### config.mk
export PLATFORM = sky130hd
export DESIGN_NAME = water_monitor_ctrl
export DESIGN_NICKNAME = d
export VERILOG_FILES = /design/src/rtl/water_monitor_ctrl.sv
export SDC_FILE = /design/constraint.sdc
export NUM_CORES = 1
export LEC_CHECK = 0
export ABC_CLOCK_PERIOD_IN_PS = 3010
export BUFFER_PORTS_ARGS = -buffer_cell sky130_fd_sc_hd__buf_2
export CAP_MARGIN = 40
export CORE_ASPECT_RATIO = 0.5
export CORE_MARGIN = 1.5
export CORE_UTILIZATION = 35
export CTS_BUF_LIST = sky130_fd_sc_hd__clkbuf_2
export DETAILED_ROUTE_END_ITERATION = 10
export GPL_ROUTABILITY_DRIVEN = 0
export PLACE_DENSITY = 0.55
export SKIP_LAST_GASP = 1
export SYNTH_ARGS = -nofsm -noshare
export SYNTH_HDL_FRONTEND = slang
export SYNTH_SLANG_ARGS = --single-unit
### constraint.sdc
create_clock -name clk -period 3.01 [get_ports clk]
set_clock_uncertainty 0.2 [all_clocks]
set_input_delay 0.1505 -clock clk [delete_from_list [all_inputs] [get_ports clk]]
set_output_delay 0.1505 -clock clk [all_outputs]
set_load 0.03 [all_outputs]
### src/rtl/water_monitor_ctrl.sv
// Multi-channel water level monitor: per-channel NORMAL/LOW/HIGH/ALARM state machines
// evaluated on a divided sample tick, with persistence, hysteresis and acknowledged alarms.
module water_monitor_ctrl #(
  parameter int N_CH       = 4,
  parameter int LVL_W      = 8,
  parameter int PERSIST    = 3,
  parameter int HYST       = 2,
  parameter int ALARM_SAMP = 4,
  parameter int TICK_DIV   = 50000,
  localparam int AW        = (N_CH > 1) ? $clog2(N_CH) : 1
) (
  input  logic                   clk,
  input  logic                   rst_n,
  input  logic                   enable,
  input  logic [N_CH*LVL_W-1:0]  level_in,
  input  logic [LVL_W-1:0]       th_low,
  input  logic [LVL_W-1:0]       th_high,
  input  logic                   ack,
  output logic [3*N_CH-1:0]      state_out,
  output logic [N_CH-1:0]        alarm,
  output logic                   beep_en,
  output logic [AW-1:0]          alarm_ch,
  output logic                   sample_tick,
  output logic                   cfg_err
);

  localparam int TW   = $clog2(TICK_DIV);
  localparam int MAXC = (PERSIST > ALARM_SAMP) ? PERSIST : ALARM_SAMP;
  localparam int CW   = $clog2(MAXC + 1);
  localparam logic [LVL_W:0] HYST_V = (LVL_W+1)'(HYST);

  typedef enum logic [2:0] {
    ST_OFF    = 3'b000,
    ST_NORMAL = 3'b001,
    ST_LOW    = 3'b010,
    ST_HIGH   = 3'b011,
    ST_ALARM  = 3'b100
  } ch_state_t;

  logic [TW-1:0]   tick_cnt;
  logic            tick_now;
  logic            ack_q;
  logic            ack_rise;
  logic            beep_nx;
  ch_state_t       state_q  [N_CH];
  ch_state_t       state_nx [N_CH];
  logic [CW-1:0]   hi_q  [N_CH];
  logic [CW-1:0]   hi_nx [N_CH];
  logic [CW-1:0]   lo_q  [N_CH];
  logic [CW-1:0]   lo_nx [N_CH];
  logic [N_CH-1:0] acked_q;
  logic [N_CH-1:0] acked_nx;
  logic [N_CH-1:0] over;
  logic [N_CH-1:0] under;
  logic [N_CH-1:0] clr_hi;
  logic [N_CH-1:0] clr_lo;
  logic [LVL_W:0]  hi_diff;
  logic [LVL_W:0]  lo_sum;
  logic [LVL_W-1:0] clr_hi_th;
  logic [LVL_W-1:0] clr_lo_th;

  assign cfg_err  = (th_low >= th_high);
  assign tick_now = (tick_cnt == TW'(TICK_DIV - 1));
  assign ack_rise = ack & ~ack_q;

  // Hysteresis thresholds saturate instead of wrapping
  always_comb begin
    hi_diff   = {1'b0, th_high} - HYST_V;
    lo_sum    = {1'b0, th_low} + HYST_V;
    clr_hi_th = hi_diff[LVL_W] ? '0 : hi_diff[LVL_W-1:0];
    clr_lo_th = lo_sum[LVL_W] ? '1 : lo_sum[LVL_W-1:0];
    for (int i = 0; i < N_CH; i++) begin
      over[i]   = level_in[i*LVL_W +: LVL_W] > th_high;
      under[i]  = level_in[i*LVL_W +: LVL_W] < th_low;
      clr_hi[i] = level_in[i*LVL_W +: LVL_W] <= clr_hi_th;
      clr_lo[i] = level_in[i*LVL_W +: LVL_W] >= clr_lo_th;
    end
  end

  always_comb begin
    beep_nx = 1'b0;
    for (int i = 0; i < N_CH; i++) begin
      state_nx[i] = state_q[i];
      hi_nx[i]    = hi_q[i];
      lo_nx[i]    = lo_q[i];
      acked_nx[i] = acked_q[i];
      if (!enable) begin
        state_nx[i] = ST_OFF;
        hi_nx[i]    = '0;
        lo_nx[i]    = '0;
        acked_nx[i] = 1'b0;
      end else begin
        // Only channels already latched in ALARM take the acknowledge
        if (ack_rise && state_q[i] == ST_ALARM)
          acked_nx[i] = 1'b1;
        if (tick_now) begin
          hi_nx[i] = '0;
          lo_nx[i] = '0;
          if (!cfg_err) begin
            case (state_q[i])
              ST_OFF: state_nx[i] = ST_NORMAL;
              ST_NORMAL: begin
                if (over[i]) begin
                  if (int'(hi_q[i]) + 1 >= PERSIST) state_nx[i] = ST_HIGH;
                  else hi_nx[i] = hi_q[i] + CW'(1);
                end else if (under[i]) begin
                  if (int'(lo_q[i]) + 1 >= PERSIST) state_nx[i] = ST_LOW;
                  else lo_nx[i] = lo_q[i] + CW'(1);
                end
              end
              ST_LOW: begin
                if (clr_lo[i]) begin
                  if (int'(lo_q[i]) + 1 >= PERSIST) state_nx[i] = ST_NORMAL;
                  else lo_nx[i] = lo_q[i] + CW'(1);
                end
              end
              ST_HIGH: begin
                if (over[i]) begin
                  if (int'(hi_q[i]) + 1 >= ALARM_SAMP) state_nx[i] = ST_ALARM;
                  else hi_nx[i] = hi_q[i] + CW'(1);
                end else if (clr_hi[i]) begin
                  if (int'(lo_q[i]) + 1 >= PERSIST) state_nx[i] = ST_NORMAL;
                  else lo_nx[i] = lo_q[i] + CW'(1);
                end
              end
              ST_ALARM: begin
                if (acked_q[i] && clr_hi[i]) begin
                  state_nx[i] = ST_NORMAL;
                  acked_nx[i] = 1'b0;
                end
              end
              default: state_nx[i] = ST_OFF;
            endcase
          end
        end
      end
      beep_nx = beep_nx | ((state_nx[i] == ST_ALARM) && !acked_nx[i]);
    end
  end

  always_ff @(posedge clk or negedge rst_n) begin
    if (!rst_n) begin
      tick_cnt    <= '0;
      sample_tick <= 1'b0;
      ack_q       <= 1'b0;
      beep_en     <= 1'b0;
      acked_q     <= '0;
      for (int i = 0; i < N_CH; i++) begin
        state_q[i] <= ST_OFF;
        hi_q[i]    <= '0;
        lo_q[i]    <= '0;
      end
    end else begin
      tick_cnt    <= tick_now ? '0 : tick_cnt + TW'(1);
      sample_tick <= tick_now;
      ack_q       <= ack;
      beep_en     <= beep_nx;
      acked_q     <= acked_nx;
      for (int i = 0; i < N_CH; i++) begin
        state_q[i] <= state_nx[i];
        hi_q[i]    <= hi_nx[i];
        lo_q[i]    <= lo_nx[i];
      end
    end
  end

  // Unacknowledged alarms take priority when choosing the reported channel
  always_comb begin
    logic [AW-1:0] sel_any;
    logic [AW-1:0] sel_un;
    logic          found_un;
    sel_any  = '0;
    sel_un   = '0;
    found_un = 1'b0;
    for (int i = N_CH - 1; i >= 0; i--) begin
      state_out[3*i +: 3] = state_q[i];
      alarm[i]            = (state_q[i] == ST_ALARM);
      if (state_q[i] == ST_ALARM) begin
        sel_any = AW'(i);
        if (!acked_q[i]) begin
          sel_un   = AW'(i);
          found_un = 1'b1;
        end
      end
    end
    alarm_ch = found_un ? sel_un : sel_any;
  end

endmodule

==> impl_metrics.env <==
export IMPL_synth_cell_types=67
export IMPL_slew_violations=0
export IMPL_ys_ff_latch=59
export IMPL_drc_errors=0
export IMPL_cp_startpoint="th_high[1]"
export IMPL_nets=1214
export IMPL_synth_cell_area_sq_mm=0.00674
export IMPL_timing_rr_start="tick_cnt[10]"
export IMPL_crit_path_end_kind="flip-flop"
export IMPL_crit_path_cell_trace="buf_2 -> clkinvlp_4 -> ha_4 -> and3_4 -> xnor2_2 -> nand2_2 -> ha_4 -> nand4_1 -> a211oi_2 -> o22a_2 -> nor2_1 -> mux2_4 -> a2111oi_4 -> a211o_1 -> and3b_1 -> a211o_1"
export IMPL_hpwlAfterDp_microns=17700
export IMPL_drv_cap=0
export IMPL_core_sq_mm=0.0186
export IMPL_design_area_sq_mm=0.00867
export IMPL_period_share=0.981
export IMPL_status="finished clean"
export IMPL_ys_seq_area_frac=0.219
export IMPL_num_rows=35
export IMPL_cp_slowest_cell="ha_4"
export IMPL_cts_root_buf="clkbuf_2"
export IMPL_antenna_found_initial=1
export IMPL_p_per_area_mw_per_mm2=246
export IMPL_insertion_delay_ps=500
export IMPL_postPlaceCellArea_sq_mm=0.00844
export IMPL_synthArstFlopShare=1.00
export IMPL_setup_tns_ps=0
export IMPL_drt_pass1_iterations=5
export IMPL_start_util=0.362
export IMPL_area_growth_pct=28.7
export IMPL_drtIter0Drc=399
export IMPL_grt_pass1_vias=6500
export IMPL_clock_path_buffers=2
export IMPL_dieArea_sq_mm=0.0201
export IMPL_place_ws_ps=-580
export IMPL_totalWireLength_microns=21700
export IMPL_max_stage_delay_ps=290
export IMPL_hold_path_class="in2reg"
export IMPL_period_needed_ps=2950
export IMPL_ff2ff_setup_slack_ps=180
export IMPL_rsz0062_at_grt="true"
export IMPL_crit_required_ps=3210
export IMPL_track_usage=0.222
export IMPL_synth_edf_count=0
export IMPL_holdWs_ps=86.2
export IMPL_cp_arrival_ps=3150
export IMPL_cts_tree="done"
export IMPL_syn_area_per_cell_sq_um=8.31
export IMPL_die_w_microns=199
export IMPL_worst_ir_drop_vdd_uv=138
export IMPL_final_hold_violation_count=0
export IMPL_port_buffers=72
export IMPL_r2r_cells=10
export IMPL_finalWorstSetupSlack_ps=56.9
export IMPL_crit_end="beep_en"
export IMPL_critPathMaxFanout=5
export IMPL_setup_violations=0
export IMPL_via_count=6840
export IMPL_maxSlewHeadroom=0.487
export IMPL_drt_wirelength_per_cell_microns=17.0
export IMPL_synth_cells=811
export IMPL_rr_endpoint="beep_en"
export IMPL_ant_nets=0
export IMPL_max_freq_ghz=0.339
export IMPL_grt_pass1_wl_microns=34400
export IMPL_overflow=0
export IMPL_die_y_microns=101
export IMPL_post_route_util=0.466
export IMPL_clk_pin_slew_ps=180
export IMPL_htree_levels=3
export IMPL_grt_max_degree=60
export IMPL_p_leak_uw=0.00430
export IMPL_via_per_inst=5.35
export IMPL_cts_sinks=59
export IMPL_synth_top_flop_cell="dfrtp_1"
export IMPL_io_pins=73
export IMPL_cts_buffers=9
export IMPL_critPathKind="in2reg"
export IMPL_layout_drive_gt1_share=0.266
export IMPL_yosysWarnings=0
export IMPL_critical_path_startpoint_type="input port"
export IMPL_worstMarginPinSlew_ps=769
export IMPL_synth_nets=1011
timing repair:
item	in CTS	in global routing
setup buffers	0	3
pin swaps	0	7
hold buffers	3	0
hold endpoints to repair	75	0
gates resized for setup	4	23
setup endpoints to repair	4	10
placed cells by master, fill, tap and decap left out, types with 5 or more instances in the layout:
cell type,instances
or2_2,8
inv_1,46
o31ai_1,6
nand2b_1,16
and3_1,11
a211oi_1,12
nand3_1,17
a211o_1,6
dfrtp_1,59
a21o_1,14
buf_4,131
a21oi_1,52
o21bai_1,5
clkinv_1,6
nand2_1,64
ha_1,145
nor3b_1,5
buf_2,72
nor2_1,79
nand4_1,27
mux2_2,6
o21a_1,6
a31oi_1,11
nor3_1,12
nor2b_1,13
xnor2_1,10
o21ai_0,46
xor2_1,6
clkbuf_2,9
a22o_1,5
and2_1,7
sequential cells by signal (all words and copies together) (netlist names):
register     cells
hi_q            12
beep_en          1
lo_q            12
acked_q          4
sample_tick      1
ack_q            1
tick_cnt        16
state_out       12
area by class of cell:
cell class,instances,area (sq um)
sequential,59,1480
inverter,50,195
multi-input combinational,687,5220
clock buffer,9,45.0
antenna,1,2.50
timing repair buffer,207,1390
clock inverter,6,23.8
tap,259,324
fill,1831,9940
cell families after synthesis:
group,after synthesis,synth area share
simple gates,296,0.219
compound gates,217,0.213
fa+ha+maj,148,0.275
buf+inv,65,0.0370
flops,59,0.219
xor+xnor,17,0.0221
mux,9,0.0147
synth_stat cells (all sizes together), types with 11 or more instances:
library cell,number,area share
nand2,66,0.037
nand4,27,0.025
ha,148,0.27
a21o,14,0.016
nor2b,13,0.012
a211oi,14,0.016
a31oi,13,0.012
o21ai,51,0.038
and3,13,0.012
nor2,83,0.046
dfrtp,59,0.22
clkbuf,13,0.0072
nor3,14,0.010
nand2b,16,0.015
inv,49,0.027
a21oi,53,0.039
nand3,20,0.015
xnor2,11,0.014
how the worst min path moves through the flow:
stage | startpoint | endpoint | slack [ps] | depth (start not counted)
after CTS | ack | ack_q | 50 | 2
after detailed placement | ack | ack_q | 80 | 1
after floorplan | rst_n | ack_q | -350 | 0
final | ack | ack_q | 90 | 2
after global routing | ack | ack_q | 80 | 2
after global placement | ack | ack_q | 70 | 1
report_power, final:
| part | internal, uW | switching (uW) | leakage (uW) |
|---|---|---|---|
| sequential | 801 | 20.9 | 0.000805 |
| clock | 89.7 | 297 | 0.0000491 |
| combinational | 412 | 515 | 0.00344 |
through the flow:
step / power [uW] / instances
6_report: 2140 / 1278
5_1_grt: 2300 / 1278
4_1_cts: 2130 / 1274
3_5_place_dp: 1730 / 1256
3_3_place_gp: 1700 / 1256
2_1_floorplan: 1300 / 811
layer usage:
metal / vias to the layer above / share of wire / track usage
li1: 3439 / - / -
met1: 3250 / 0.49 / 0.312
met2: 127 / 0.45 / 0.365
met3: 24 / 0.038 / 0.0191
met4: 0 / 0.017 / 0.0629
met5: - / 0 / 0
critical path, delay by kind of cell:
kind	cells	cell delay [ps]
buf+inv	2	250
mux	1	290
simple gates	5	700
compound gates	5	1090
fa+ha+maj	2	490
xor+xnor	1	160
Note: power is estimated with default switching activity, not from simulation.
